`src/rtl/soc_csr_bank.sv`:
```
// Generic CSR bank: byte-enabled RW words, write-one pulses, sticky W1C status with irq mask,
// and a read-to-pop receive queue with level/overflow reporting.
module soc_csr_bank #(
    parameter int unsigned N_RW = 4,
    parameter logic [N_RW*32-1:0] RW_INIT = '0,
    parameter int unsigned N_PULSE = 2,
    parameter int unsigned N_STAT = 8,
    parameter int unsigned RXQ_DEPTH = 4,
    parameter int unsigned RXQ_W = 8,
    parameter int unsigned ADDR_MSB = 7
) (
    input  logic                  clk,
    input  logic                  srst_n,
    input  logic                  vld,
    input  logic                  we,
    input  logic [ADDR_MSB:0]     addr,
    input  logic [31:0]           wdat,
    input  logic [3:0]            be,
    output logic [31:0]           rdat,
    output logic                  rdy,
    output logic [N_RW*32-1:0]    rw_q,
    output logic [N_PULSE-1:0]    pulse,
    input  logic [N_STAT-1:0]     stat_set,
    output logic                  irq,
    input  logic                  rxq_vld,
    input  logic [RXQ_W-1:0]      rxq_dat,
    output logic                  rxq_full
);

    localparam int unsigned AddrStat    = N_RW + N_PULSE;
    localparam int unsigned AddrIrqEn   = AddrStat + 1;
    localparam int unsigned AddrRxqData = AddrStat + 2;
    localparam int unsigned AddrRxqLvl  = AddrStat + 3;
    localparam int unsigned PW = $clog2(RXQ_DEPTH);
    localparam int unsigned LW = PW + 1;

    typedef enum logic {StIdle, StResp} state_e;

    state_e                state_q, state_d;
    logic [N_RW*32-1:0]    rw_mem_q, rw_mem_d;
    logic [N_STAT-1:0]     stat_q, stat_d, en_q, en_d, stat_clr;
    logic [N_PULSE-1:0]    pulse_q, pulse_d;
    logic [31:0]           rdat_q, rdat_d, rd_val, widx;
    logic                  rdy_q, irq_q, irq_d, ovf_q, ovf_d;
    logic [RXQ_W-1:0]      mem_q [RXQ_DEPTH];
    logic [PW-1:0]         wptr_q, rptr_q;
    logic [LW-1:0]         lvl_q, lvl_d;
    logic                  go, wr_go, rd_go, empty, full, pop, push_ok, ovf_set, ovf_clr;
    logic                  unused_addr;

    function automatic logic [31:0] be_merge(input logic [31:0] old, input logic [31:0] nw,
                                             input logic [3:0] b);
        logic [31:0] r;
        r = old;
        for (int k = 0; k < 4; k++) begin
            if (b[k]) r[8*k +: 8] = nw[8*k +: 8];
        end
        return r;
    endfunction

    assign unused_addr = ^addr[1:0];
    assign widx  = 32'(addr[ADDR_MSB:2]);
    // Only IDLE accepts a request, so a vld held through RESP is not re-executed.
    assign go    = vld && (state_q == StIdle);
    assign wr_go = go && we;
    assign rd_go = go && !we;

    assign empty    = (lvl_q == '0);
    assign full     = (lvl_q == LW'(RXQ_DEPTH));
    assign pop      = rd_go && (widx == AddrRxqData) && !empty;
    assign push_ok  = rxq_vld && (!full || pop);
    assign ovf_set  = rxq_vld && full && !pop;
    assign ovf_clr  = wr_go && (widx == AddrRxqLvl) && be[3] && wdat[31];
    assign stat_clr = (wr_go && (widx == AddrStat) && be[0]) ? wdat[N_STAT-1:0] : '0;

    always_comb begin
        state_d = state_q;
        case (state_q)
            StIdle: if (vld) state_d = StResp;
            StResp: state_d = StIdle;
            default: state_d = StIdle;
        endcase
    end

    always_comb begin
        rd_val = '0;
        for (int unsigned i = 0; i < N_RW; i++) begin
            if (widx == i) rd_val = rw_mem_q[32*i +: 32];
        end
        if (widx == AddrStat)  rd_val = 32'(stat_q);
        if (widx == AddrIrqEn) rd_val = 32'(en_q);
        if (widx == AddrRxqData && !empty) rd_val = {1'b1, 31'(mem_q[rptr_q])};
        if (widx == AddrRxqLvl) rd_val = {ovf_q, 31'(lvl_q)};
    end

    always_comb begin
        rw_mem_d = rw_mem_q;
        en_d     = en_q;
        pulse_d  = '0;
        for (int unsigned i = 0; i < N_RW; i++) begin
            if (wr_go && widx == i) rw_mem_d[32*i +: 32] = be_merge(rw_mem_q[32*i +: 32], wdat, be);
        end
        for (int unsigned i = 0; i < N_PULSE; i++) begin
            if (wr_go && widx == N_RW + i && be[0] && wdat[0]) pulse_d[i] = 1'b1;
        end
        if (wr_go && widx == AddrIrqEn) en_d = N_STAT'(be_merge(32'(en_q), wdat, be));
        // Set strobes are applied after the clear so a simultaneous set wins.
        stat_d = (stat_q & ~stat_clr) | stat_set;
        irq_d  = |(stat_d & en_d);
        ovf_d  = (ovf_q && !ovf_clr) || ovf_set;
        rdat_d = rd_go ? rd_val : '0;
        lvl_d  = lvl_q;
        if (push_ok && !pop) lvl_d = lvl_q + 1'b1;
        if (!push_ok && pop) lvl_d = lvl_q - 1'b1;
    end

    always_ff @(posedge clk) begin
        if (!srst_n) begin
            state_q  <= StIdle;
            rw_mem_q <= RW_INIT;
            stat_q   <= '0;
            en_q     <= '0;
            pulse_q  <= '0;
            rdat_q   <= '0;
            rdy_q    <= 1'b0;
            irq_q    <= 1'b0;
            ovf_q    <= 1'b0;
            wptr_q   <= '0;
            rptr_q   <= '0;
            lvl_q    <= '0;
        end else begin
            state_q  <= state_d;
            rw_mem_q <= rw_mem_d;
            stat_q   <= stat_d;
            en_q     <= en_d;
            pulse_q  <= pulse_d;
            rdat_q   <= rdat_d;
            rdy_q    <= go;
            irq_q    <= irq_d;
            ovf_q    <= ovf_d;
            lvl_q    <= lvl_d;
            if (push_ok) wptr_q <= wptr_q + 1'b1;
            if (pop)     rptr_q <= rptr_q + 1'b1;
        end
    end

    always_ff @(posedge clk) begin
        if (push_ok) mem_q[wptr_q] <= rxq_dat;
    end

    assign rdat     = rdat_q;
    assign rdy      = rdy_q;
    assign rw_q     = rw_mem_q;
    assign pulse    = pulse_q;
    assign irq      = irq_q;
    assign rxq_full = full;

endmodule
```
`config.mk`:
```
export PLATFORM = sky130hd
export DESIGN_NAME = soc_csr_bank
export DESIGN_NICKNAME = d
export VERILOG_FILES = /design/src/rtl/soc_csr_bank.sv
export SDC_FILE = /design/constraint.sdc
export NUM_CORES = 1
export LEC_CHECK = 0
export CORE_AREA = 2 2 167 153
export DETAILED_ROUTE_END_ITERATION = 7
export DIE_AREA = 0 0 169 155
export PLACE_DENSITY = 0.68
export SLEW_MARGIN = 10
export SYNTH_ARGS = -nofsm -noshare
export SYNTH_HDL_FRONTEND = slang
export SYNTH_SLANG_ARGS = --single-unit
export TNS_END_PERCENT = 30
```
`constraint.sdc`:
```
create_clock -name clk -period 2.25 [get_ports clk]
set_input_delay 0.45 -clock clk [delete_from_list [all_inputs] [get_ports clk]]
set_output_delay 0.45 -clock clk [all_outputs]
set_load 0.02 [all_outputs]
```
==> results.sh, run 1 <==
export IMPL_grt_antenna_before_repair=1
export IMPL_rsz_0062_raised_after_global_routing="false"
export IMPL_worstSetupPathType="in -> reg"
export IMPL_cts_buffers=25
export IMPL_timing_max_slew_rel_slack_pct=51.6
export IMPL_final_cell_count_no_fill=1542
export IMPL_wirelength_mm=28.3
export IMPL_crit_path_top_delay_cell="sky130_fd_sc_hd__clkdlybuf4s50_1"
export IMPL_final_ant_viol_nets=0
export IMPL_grt_usage_pct=21.1
export IMPL_critPathMaxFanout=2
export IMPL_synthesis_instances=928
export IMPL_startpoint_type="primary input"
export IMPL_grt_pass1_wl_mm=43.8
export IMPL_hp_class="in -> reg"
export IMPL_asyncSetResetFlopFracSynth_pct=0
export IMPL_cts_tree="built"
export IMPL_reg2reg_start="state_q$_SDFF_PP0_"
export IMPL_final_min_clock_period_ns=2.17
export IMPL_syn_nets=998
export IMPL_required_ns=2.65
export IMPL_finalPower_w=0.00931
export IMPL_peakVddDrop_mv=0.471
export IMPL_report_final_setup_viol=0
export IMPL_grt_pass1_vias=7651
export IMPL_worstSetupStartpoint="addr[6]"
export IMPL_syn_cell_area_mm2=0.00960
export IMPL_cap_viol_max_count=0
export IMPL_synth_warning_count=0
export IMPL_first_pass_iters=5
export IMPL_post_synth_num_cell_types=60
export IMPL_via_per_inst=5.16
export IMPL_postSynth_topFlopCell="sky130_fd_sc_hd__dfxtp_1"
export IMPL_fp_dieArea_mm2=0.0262
export IMPL_buffer_ports_inserted=227
export IMPL_worst_clock_skew_ns=0.00877
export IMPL_grt_ovfl_total=0
export IMPL_vias=7954
export IMPL_cellLeakagePower_nw=5.02
export IMPL_gp_congestion=0.816
export IMPL_placed_cells_incl_taps=1496
export IMPL_critical_path_cell_chain="clkdlybuf4s50_1, nor4b_4, nand4_2, or2_1, fa_1, mux2i_1, xor2_1, and2_1"
export IMPL_edff_count_synth=32
export IMPL_cts_hold_fix_buffers=0
export IMPL_worst_skew_pair_late_latency_ns=0.51
export IMPL_core_mm2=0.0246
export IMPL_hold_viol=0
export IMPL_worstSetupEndpointType="register"
export IMPL_layout_drive_gt1_share_pct=15.6
export IMPL_htreeDepth=1
export IMPL_floorplan_initialDensity_pct=39.0
export IMPL_drt_iter0_markers=525
export IMPL_fin_worst_hold_slack_ns=0.245
export IMPL_cts_sinks=223
export IMPL_final_max_slew_viol_count=0
export IMPL_mean_post_synth_cell_area_um2=10.3
export IMPL_synth_ff_latch_count=223
export IMPL_detail_route_drc_violations=0
export IMPL_power_density_mw_per_mm2=678
export IMPL_placement_rows=55
export IMPL_tightest_slew_ns=0.725
export IMPL_synth_seq_area_share_pct=49.8
export IMPL_cts_reportedPaths_clkPinSlew_ns=0.06
export IMPL_fmaxAchievable_mhz=461
export IMPL_outcome="finished, final reports clean"
export IMPL_worst_path_largest_cell_delay_ns=0.52
export IMPL_ios=230
export IMPL_final_net_count=1280
export IMPL_routed_wire_length_per_instance_um=18.3
export IMPL_die_y_um=155
export IMPL_post_route_period_util_pct=96.4
export IMPL_area_growth_pct=43.0
export IMPL_cts_root_buffer="sky130_fd_sc_hd__clkbuf_16"
export IMPL_dp_final_hpwl_mm=20.4
export IMPL_hp_start="srst_n"
export IMPL_grt_max_degree=85
export IMPL_clock_path_buffers=3
export IMPL_critPathArrivalTime_ns=2.57
export IMPL_die_w_um=169
## placed cells by master, fill, tap and decap left out, types with 7 or more instances in the layout
cell type | synthesis | final
sky130_fd_sc_hd__nor2_1 | 60 | 59
sky130_fd_sc_hd__mux2_2 | 26 | 26
sky130_fd_sc_hd__buf_4 | 1 | 72
sky130_fd_sc_hd__nand2_1 | 88 | 88
sky130_fd_sc_hd__dfxtp_1 | 191 | 191
sky130_fd_sc_hd__nand3_1 | 13 | 13
sky130_fd_sc_hd__and2_1 | 13 | 13
sky130_fd_sc_hd__o21ai_0 | 54 | 54
sky130_fd_sc_hd__a21oi_1 | 34 | 34
sky130_fd_sc_hd__a22oi_1 | 23 | 23
sky130_fd_sc_hd__nor2b_1 | 83 | 83
sky130_fd_sc_hd__o22ai_1 | 10 | 10
sky130_fd_sc_hd__a21boi_0 | 40 | 38
sky130_fd_sc_hd__clkbuf_16 | 0 | 25
sky130_fd_sc_hd__mux4_2 | 10 | 10
sky130_fd_sc_hd__a221oi_1 | 7 | 7
sky130_fd_sc_hd__clkdlybuf4s50_1 | 0 | 222
sky130_fd_sc_hd__a21boi_1 | 25 | 27
sky130_fd_sc_hd__nand2b_1 | 10 | 10
sky130_fd_sc_hd__bufinv_16 | 0 | 8
sky130_fd_sc_hd__buf_12 | 0 | 12
sky130_fd_sc_hd__edfxtp_1 | 32 | 32
sky130_fd_sc_hd__mux2i_1 | 84 | 84
## area by class of cell
type	count	area, µm²
Antenna cell	1	2.50
Clock buffer	27	633
Clock inverter	18	303
Fill cell	2143	10900
Inverter	6	22.5
Multi-Input combinational cell	644	4560
Sequential cell	223	4780
Tap cell	313	392
Timing Repair Buffer	310	3030
## state kept, by name, summed over array words and instances, names as in the netlist, named ones only
name and count:
en_q 8, irq 1, lvl_q 3, mem_q 32, ovf_q 1, pulse 2
rdat 32, rdy 1, rptr_q 2, rw_q 128, stat_q 8, state_q 1
wptr_q 2
## per-layer routing
layer | vias up | wire, µm | track usage, %
met3 | 45 | 1410 | 2.87
met2 | 253 | 12900 | 34.7
met5 | - | 0 | 0
met1 | 3818 | 13200 | 29.3
li1 | 3838 | - | -
met4 | 0 | 784 | 5.86
## cell usage after synthesis, types with 3 or more instances
cell type / number / area [µm²]
sky130_fd_sc_hd__dfxtp_1: 191 / 3820
sky130_fd_sc_hd__nand2_1: 88 / 330
sky130_fd_sc_hd__mux2i_1: 84 / 841
sky130_fd_sc_hd__nor2b_1: 83 / 519
sky130_fd_sc_hd__nor2_1: 60 / 225
sky130_fd_sc_hd__o21ai_0: 54 / 270
sky130_fd_sc_hd__a21boi_0: 40 / 300
sky130_fd_sc_hd__clkbuf_1: 35 / 131
sky130_fd_sc_hd__a21oi_1: 34 / 170
sky130_fd_sc_hd__edfxtp_1: 32 / 961
sky130_fd_sc_hd__mux2_2: 26 / 293
sky130_fd_sc_hd__a21boi_1: 25 / 188
sky130_fd_sc_hd__a22oi_1: 23 / 173
sky130_fd_sc_hd__and2_1: 13 / 81.3
sky130_fd_sc_hd__buf_2: 13 / 65.1
sky130_fd_sc_hd__nand3_1: 13 / 65.1
sky130_fd_sc_hd__mux4_2: 10 / 225
sky130_fd_sc_hd__nand2b_1: 10 / 62.6
sky130_fd_sc_hd__o22ai_1: 10 / 62.6
sky130_fd_sc_hd__a221oi_1: 7 / 61.3
sky130_fd_sc_hd__inv_1: 6 / 22.5
sky130_fd_sc_hd__nor2_2: 5 / 31.3
sky130_fd_sc_hd__and3_1: 4 / 25.0
sky130_fd_sc_hd__buf_1: 4 / 15.0
sky130_fd_sc_hd__ha_1: 4 / 50.1
sky130_fd_sc_hd__nand4_4: 4 / 85.1
sky130_fd_sc_hd__xnor2_1: 4 / 35.0
sky130_fd_sc_hd__a22o_1: 3 / 26.3
sky130_fd_sc_hd__nand3_2: 3 / 30.0
sky130_fd_sc_hd__nor2_8: 3 / 60.1
sky130_fd_sc_hd__nor3b_1: 3 / 22.5
## where the power goes
group	switching, W	leakage, nW	total (W)	internal (W)
logic	0.000308	2.74	0.000593	0.000286
clock network	0.00165	0.444	0.00460	0.00295
registers	0.0000224	1.84	0.00412	0.00409
total	0.00198	5.02	0.00931	0.00733
## metrics by stage
step / util [%] / instance area, µm² / worst slack (ns) / TNS [ns]
finish: 55.7 / 13700 / 0.0816 / 0
detailed placement: 51.9 / 12800 / -0.463 / -56.98
CTS: 55.7 / 13700 / 0.0580 / 0
floorplan: - / 9610 / 0.0319 / 0
global placement: 51.9 / 12800 / -0.444 / -53.94
global route: 55.7 / 13700 / 0.0102 / 0
## final timing paths
kind | end | slack, ns | cells past startpoint
setup / recovery | lvl_q[2]$_SDFFE_PN0P_ | 0.08 | 8
hold / removal | wptr_q[0]$_SDFFE_PN0P_ | 0.25 | 2
setup reg to reg | lvl_q[2]$_SDFFE_PN0P_ | 0.31 | 7
hold reg to reg | rw_q[70]$_SDFFE_PN0P_ | 0.48 | 2
## kinds of logic after synthesis
family,synth area share [%]
flip-flops,49.8
AO/OA/AOI/OAI,14.2
AND/OR/NAND/NOR,17.9
adder cells (fa/ha/maj),0.730
buffers and inverters,2.75
XOR/XNOR,0.456
multiplexers,14.1
## timing repair
item	in CTS	in global routing
resized for setup	1	3
setup endpoints to repair	1	38
setup buffers	0	0
pin swaps	0	1
## critical path: cells and delay by family
| kind | cells | cell delay (ns) |
|---|---|---|
| buffers and inverters | 1 | 0.52 |
| AND/OR/NAND/NOR | 4 | 0.93 |
| multiplexers | 1 | 0.14 |
| adder cells (fa/ha/maj) | 1 | 0.39 |
| XOR/XNOR | 1 | 0.14 |
(Power assumes the default switching activity.)
==> run 2: changes to the inputs <==
REMOVE_ABC_BUFFERS = 1   (was not set)
==> results.sh, run 2 (synthesis results as in run 1) <==
export IMPL_via_per_inst=5.17
export IMPL_met3RoutedLength_mm=1.60
export IMPL_most_common_cell_after_layout_fill_and_taps_aside="sky130_fd_sc_hd__clkdlybuf4s50_1"
export IMPL_peakVddDrop_mv=0.473
export IMPL_final_min_clock_period_ns=2.17
export IMPL_nFillCells=2144
export IMPL_outcome="finished, final reports clean"
export IMPL_worstSetupEndpointType="register"
export IMPL_htreeDepth=1
export IMPL_startpoint_type="primary input"
export IMPL_routed_wire_length_per_instance_um=19.1
export IMPL_core_mm2=0.0246
export IMPL_die_y_um=155
export IMPL_rsz_0062_raised_after_global_routing="false"
export IMPL_drt_iter0_markers=576
export IMPL_worst_skew_pair_late_latency_ns=0.52
export IMPL_hp_class="in -> reg"
export IMPL_placement_setup_worst_slack_ns=-0.517
export IMPL_grt_ovfl_total=0
export IMPL_critPathArrivalTime_ns=2.59
export IMPL_grt_antenna_before_repair=3
export IMPL_report_final_setup_viol=0
export IMPL_worstSetupPathType="in -> reg"
export IMPL_clock_path_buffers=3
export IMPL_buffer_ports_inserted=227
export IMPL_detail_route_drc_violations=0
export IMPL_cellLeakagePower_nw=4.99
export IMPL_first_pass_iters=5
export IMPL_cts_tree="built"
export IMPL_dp_final_hpwl_mm=21.2
export IMPL_route_layer_met1_wl_mm=13.3
export IMPL_required_ns=2.67
export IMPL_route_top_layer_used="met4"
export IMPL_die_w_um=169
export IMPL_ios=230
export IMPL_timing_max_slew_rel_slack_pct=63.6
export IMPL_critPathMaxFanout=4
export IMPL_power_density_mw_per_mm2=645
export IMPL_post_route_period_util_pct=96.6
export IMPL_grt_usage_pct=21.6
export IMPL_vias=7998
export IMPL_routed_wl_met2_mm=13.9
export IMPL_grt_max_degree=66
export IMPL_final_ant_viol_nets=0
export IMPL_layout_drive_gt1_share_pct=15.3
export IMPL_postLayoutCoreUtil_pct=55.5
export IMPL_final_cell_mix="sky130_fd_sc_hd__clkdlybuf4s50_1, sky130_fd_sc_hd__dfxtp_1, sky130_fd_sc_hd__nand2_1"
export IMPL_setup_slack_of_the_most_critical_reg_to_reg_path_ns=0.23
export IMPL_floorplan_initialDensity_pct=39.0
export IMPL_fmaxAchievable_mhz=460
export IMPL_cts_reportedPaths_clkPinSlew_ns=0.06
export IMPL_cts_root_buffer="sky130_fd_sc_hd__clkbuf_16"
export IMPL_final_max_slew_viol_count=0
export IMPL_cts_sinks=223
export IMPL_hold_viol=0
export IMPL_postLayoutCellArea_mm2=0.0137
export IMPL_tightest_slew_ns=0.546
export IMPL_fp_dieArea_mm2=0.0262
export IMPL_cts_buffers=25
export IMPL_grt_pass1_wl_mm=44.5
export IMPL_final_critical_path_setup_slack_ns=0.0765
export IMPL_dpl_cell_area_mm2=0.0128
export IMPL_largest_register_ff_count=128
export IMPL_placement_rows=55
export IMPL_gp_congestion=0.839
export IMPL_worst_clock_skew_ns=0.00871
export IMPL_final_net_count=1282
export IMPL_cap_viol_max_count=0
export IMPL_wirelength_mm=29.6
export IMPL_area_growth_pct=42.4
export IMPL_grt_pass1_vias=7583
run 2: cell types whose count changed in the layout (fill, tap and decap cells not counted), moves of 2 or more:
cell	change
sky130_fd_sc_hd__clkinv_2	-5
sky130_fd_sc_hd__clkbuf_1	+7
sky130_fd_sc_hd__buf_12	+2
sky130_fd_sc_hd__bufinv_16	-6
sky130_fd_sc_hd__a21boi_0	+2
sky130_fd_sc_hd__clkinvlp_4	-5
sky130_fd_sc_hd__diode_2	+2
sky130_fd_sc_hd__a21boi_1	-2
sky130_fd_sc_hd__clkbuf_8	+6
run 2: area by class of cell:
type / instances / area, µm² / share of cell area, %
Inverter: 6 / 22.5 / 0.165
Timing Repair Buffer: 312 / 3070 / 22.5
Tap cell: 313 / 392 / 2.86
Sequential cell: 223 / 4780 / 35.0
Clock buffer: 40 / 742 / 5.42
Clock inverter: 5 / 83.8 / 0.613
Antenna cell: 3 / 7.51 / 0.0549
Multi-Input combinational cell: 644 / 4580 / 33.5
run 2: stage by stage:
stage	power [W]	std cells	hold slack, ns	TNS (ns)
finish	0.00882	1546	0.419	0
global route	0.00911	1545	0.447	0
CTS	0.00890	1543	0.399	0
detailed placement	0.00481	1498	0.480	-59.55
global placement	0.00480	1498	0.465	-53.88
floorplan	0.00440	873	0.457	-41.65
run 2: timing repair:
item / in CTS / in global routing
endpoints found under the setup margin: 2 / 4
hold buffers: 0 / 0
resized for setup: 2 / 3
setup buffers: 0 / 0
pin swaps: 0 / 2
run 2: final timing paths:
check | depth (start not counted) | to | from
worst max-delay path | 8 | lvl_q[2]$_SDFFE_PN0P_ | addr[4]
worst min-delay path | 4 | rdat[31]$_SDFF_PN0_ | srst_n
worst max register to register | 6 | rdat[5]$_SDFF_PP0_ | lvl_q[2]$_SDFFE_PN0P_
worst min register to register | 2 | rdat[6]$_SDFF_PP0_ | rw_q[70]$_SDFFE_PN0P_
run 2: metal layers:
| layer | vias to the layer above | track usage, % |
|---|---|---|
| met3 | 42 | 2.93 |
| met1 | 3881 | 29.8 |
| met2 | 231 | 35.8 |
| met5 | - | 0 |
| met4 | 0 | 6.27 |
| li1 | 3844 | - |
run 2: worst max-delay path, stage by stage:
cell and delay, ns:
sky130_fd_sc_hd__clkdlybuf4s50_1 0.53, sky130_fd_sc_hd__nor4b_4 0.34, sky130_fd_sc_hd__nand4_2 0.16, sky130_fd_sc_hd__or2_1 0.28, sky130_fd_sc_hd__fa_1 0.39, sky130_fd_sc_hd__mux2i_1 0.14
sky130_fd_sc_hd__xor2_1 0.14, sky130_fd_sc_hd__and2_1 0.15
run 2: where the power goes:
group	internal, W	switching [W]
registers	0.00409	0.0000222
logic	0.000294	0.000317
clock network	0.00248	0.00162
total	0.00687	0.00196
==> run 3: changes to the inputs <==
SKIP_LAST_GASP = 1   (was not set)
clock period = 1.97 ns   (was 2.25 ns; I/O delays follow)
==> results.sh, run 3 (synthesis results as in run 1) <==
export IMPL_wirelength_mm=29.4
export IMPL_post_route_period_util_pct=101
export IMPL_share_clk_of_total_power_pct=46.7
export IMPL_netSwitchingFraction_pct=22.4
export IMPL_worstSetupPathType="reg -> out"
export IMPL_worst_clock_skew_ns=0.0296
export IMPL_hp_class="in -> reg"
export IMPL_cts_buffers=25
export IMPL_ios=230
export IMPL_most_common_cell_after_layout_fill_and_taps_aside="sky130_fd_sc_hd__clkdlybuf4s50_1"
export IMPL_routed_wire_length_per_instance_um=18.7
export IMPL_core_mm2=0.0246
export IMPL_vias=8104
export IMPL_rsz_0062_raised_after_global_routing="true"
export IMPL_report_final_setup_viol=3
export IMPL_grt_pass1_wl_mm=45.9
export IMPL_grt_usage_pct=22.1
export IMPL_fmaxAchievable_mhz=504
export IMPL_cp_num_buf_inv=1
export IMPL_cellLeakagePower_nw=5.17
export IMPL_cts_sinks=223
export IMPL_detail_route_drc_violations=0
export IMPL_largest_register_ff_count=128
export IMPL_htreeDepth=1
export IMPL_die_w_um=169
export IMPL_final_min_clock_period_ns=1.98
export IMPL_cellInternalPower_w=0.00791
export IMPL_worstSetupEndpointType="output port"
export IMPL_final_net_count=1312
export IMPL_first_pass_iters=5
export IMPL_finalPower_w=0.0102
export IMPL_buffer_ports_inserted=227
export IMPL_seqPwrFrac_pct=46.1
export IMPL_final_cell_mix="sky130_fd_sc_hd__clkdlybuf4s50_1, sky130_fd_sc_hd__dfxtp_1, sky130_fd_sc_hd__buf_4"
export IMPL_gp_congestion=0.854
export IMPL_placed_cells_incl_taps=1523
export IMPL_grt_pass1_vias=7979
export IMPL_final_cell_count_no_fill=1575
export IMPL_tightest_slew_ns=0.550
export IMPL_startpoint_type="register"
export IMPL_timing_max_slew_rel_slack_pct=63.4
export IMPL_violations="setup timing"
export IMPL_via_per_inst=5.15
export IMPL_power_net_switching_w=0.00229
export IMPL_worst_path_largest_cell_delay_ns=0.69
export IMPL_cts_root_buffer="sky130_fd_sc_hd__clkbuf_16"
export IMPL_cts_tree="built"
export IMPL_postLayoutCoreUtil_pct=56.8
export IMPL_outcome="finished with violations"
export IMPL_fin_worst_hold_slack_ns=0.401
export IMPL_area_growth_pct=45.7
export IMPL_final_ant_viol_nets=0
export IMPL_drt_iter0_markers=627
export IMPL_power_density_mw_per_mm2=729
export IMPL_grt_ovfl_total=0
export IMPL_final_critical_path_setup_slack_ns=-0.0142
export IMPL_hold_viol=0
export IMPL_grt_max_degree=93
export IMPL_clock_path_buffers=3
export IMPL_fp_dieArea_mm2=0.0262
export IMPL_worst_path_dominant_cell_family="buffers and inverters"
export IMPL_dp_final_hpwl_mm=21.4
export IMPL_worst_skew_pair_late_latency_ns=0.53
export IMPL_critical_path_cell_chain="clkdlybuf4s50_1"
export IMPL_peakVddDrop_mv=0.514
export IMPL_required_ns=1.58
export IMPL_final_max_slew_viol_count=0
export IMPL_critPathArrivalTime_ns=1.59
export IMPL_layout_drive_gt1_share_pct=18.8
export IMPL_crit_path_top_delay_cell="sky130_fd_sc_hd__clkdlybuf4s50_1"
export IMPL_cts_reportedPaths_clkPinSlew_ns=0.06
export IMPL_critPathMaxFanout=3
export IMPL_die_y_um=155
export IMPL_grt_antenna_before_repair=3
export IMPL_cap_viol_max_count=0
export IMPL_placement_setup_worst_slack_ns=-0.713
export IMPL_placement_rows=55
export IMPL_power_frac_comb_pct=7.2
export IMPL_floorplan_initialDensity_pct=39.0
==> run 3: cell types whose count changed in the layout (fill, tap and decap cells not counted), sizes merged, moves of 3 or more <==
cell | before | now
dlygate4sd2 | 1 | 4
buf | 88 | 118
clkdlybuf4s50 | 223 | 216
dlymetal6s2s | 0 | 3
==> run 3: path summary, 6_finish.rpt <==
path	start	endpoint	slack [ns]	cells past startpoint
setup / recovery	rw_q[71]$_SDFFE_PN0P_	rw_q[71]	-0.01	1
hold / removal	srst_n	rw_q[126]$_SDFFE_PN0P_	0.40	3
setup reg to reg	state_q$_SDFF_PP0_	lvl_q[2]$_SDFFE_PN0P_	0.06	8
hold reg to reg	rw_q[67]$_SDFFE_PN0P_	rw_q[67]$_SDFFE_PN0P_	0.48	2
==> run 3: layout make-up <==
type / instances / area, µm²
tap: 313 / 392
antenna: 1 / 2.50
fill: 2115 / 10600
clock buffer: 37 / 741
inverter: 6 / 22.5
sequential: 223 / 4790
clock inverter: 9 / 109
timing repair buffer: 342 / 3290
multi-input combinational: 644 / 4650
==> run 3: through the flow <==
stage,cell area (µm²),setup TNS (ns)
detailed placement,13000,-108.26
finish,14000,-0.0287
CTS,13900,-0.145
global route,14000,-0.413
floorplan,9360,-82.91
global placement,13000,-103.16
==> run 3: routing by layer <==
layer	vias to the layer above	GRT usage [%]	share of wire, %
li1	3912	-	-
met1	3891	30.1	45
met2	236	36.3	46
met3	63	3.13	5.4
met4	2	7.20	3.4
met5	-	0	0.044
==> run 3: power groups by stage <==
stage | clock network, W | registers [W] | logic, W
after floorplan | 0 | 0.00480 | 0.000230
after global placement | 0 | 0.00480 | 0.000712
after detailed placement | 0 | 0.00480 | 0.000716
after CTS | 0.00485 | 0.00470 | 0.000725
after global routing | 0.00504 | 0.00470 | 0.000781
final | 0.00476 | 0.00470 | 0.000731
==> run 3: what timing repair did <==
action | 4_1_cts | 5_1_grt
gates resized for setup | 20 | 18
setup buffers | 2 | 3
setup endpoints to repair | 121 | 104
hold buffers | 0 | 0
pin swaps | 4 | 11
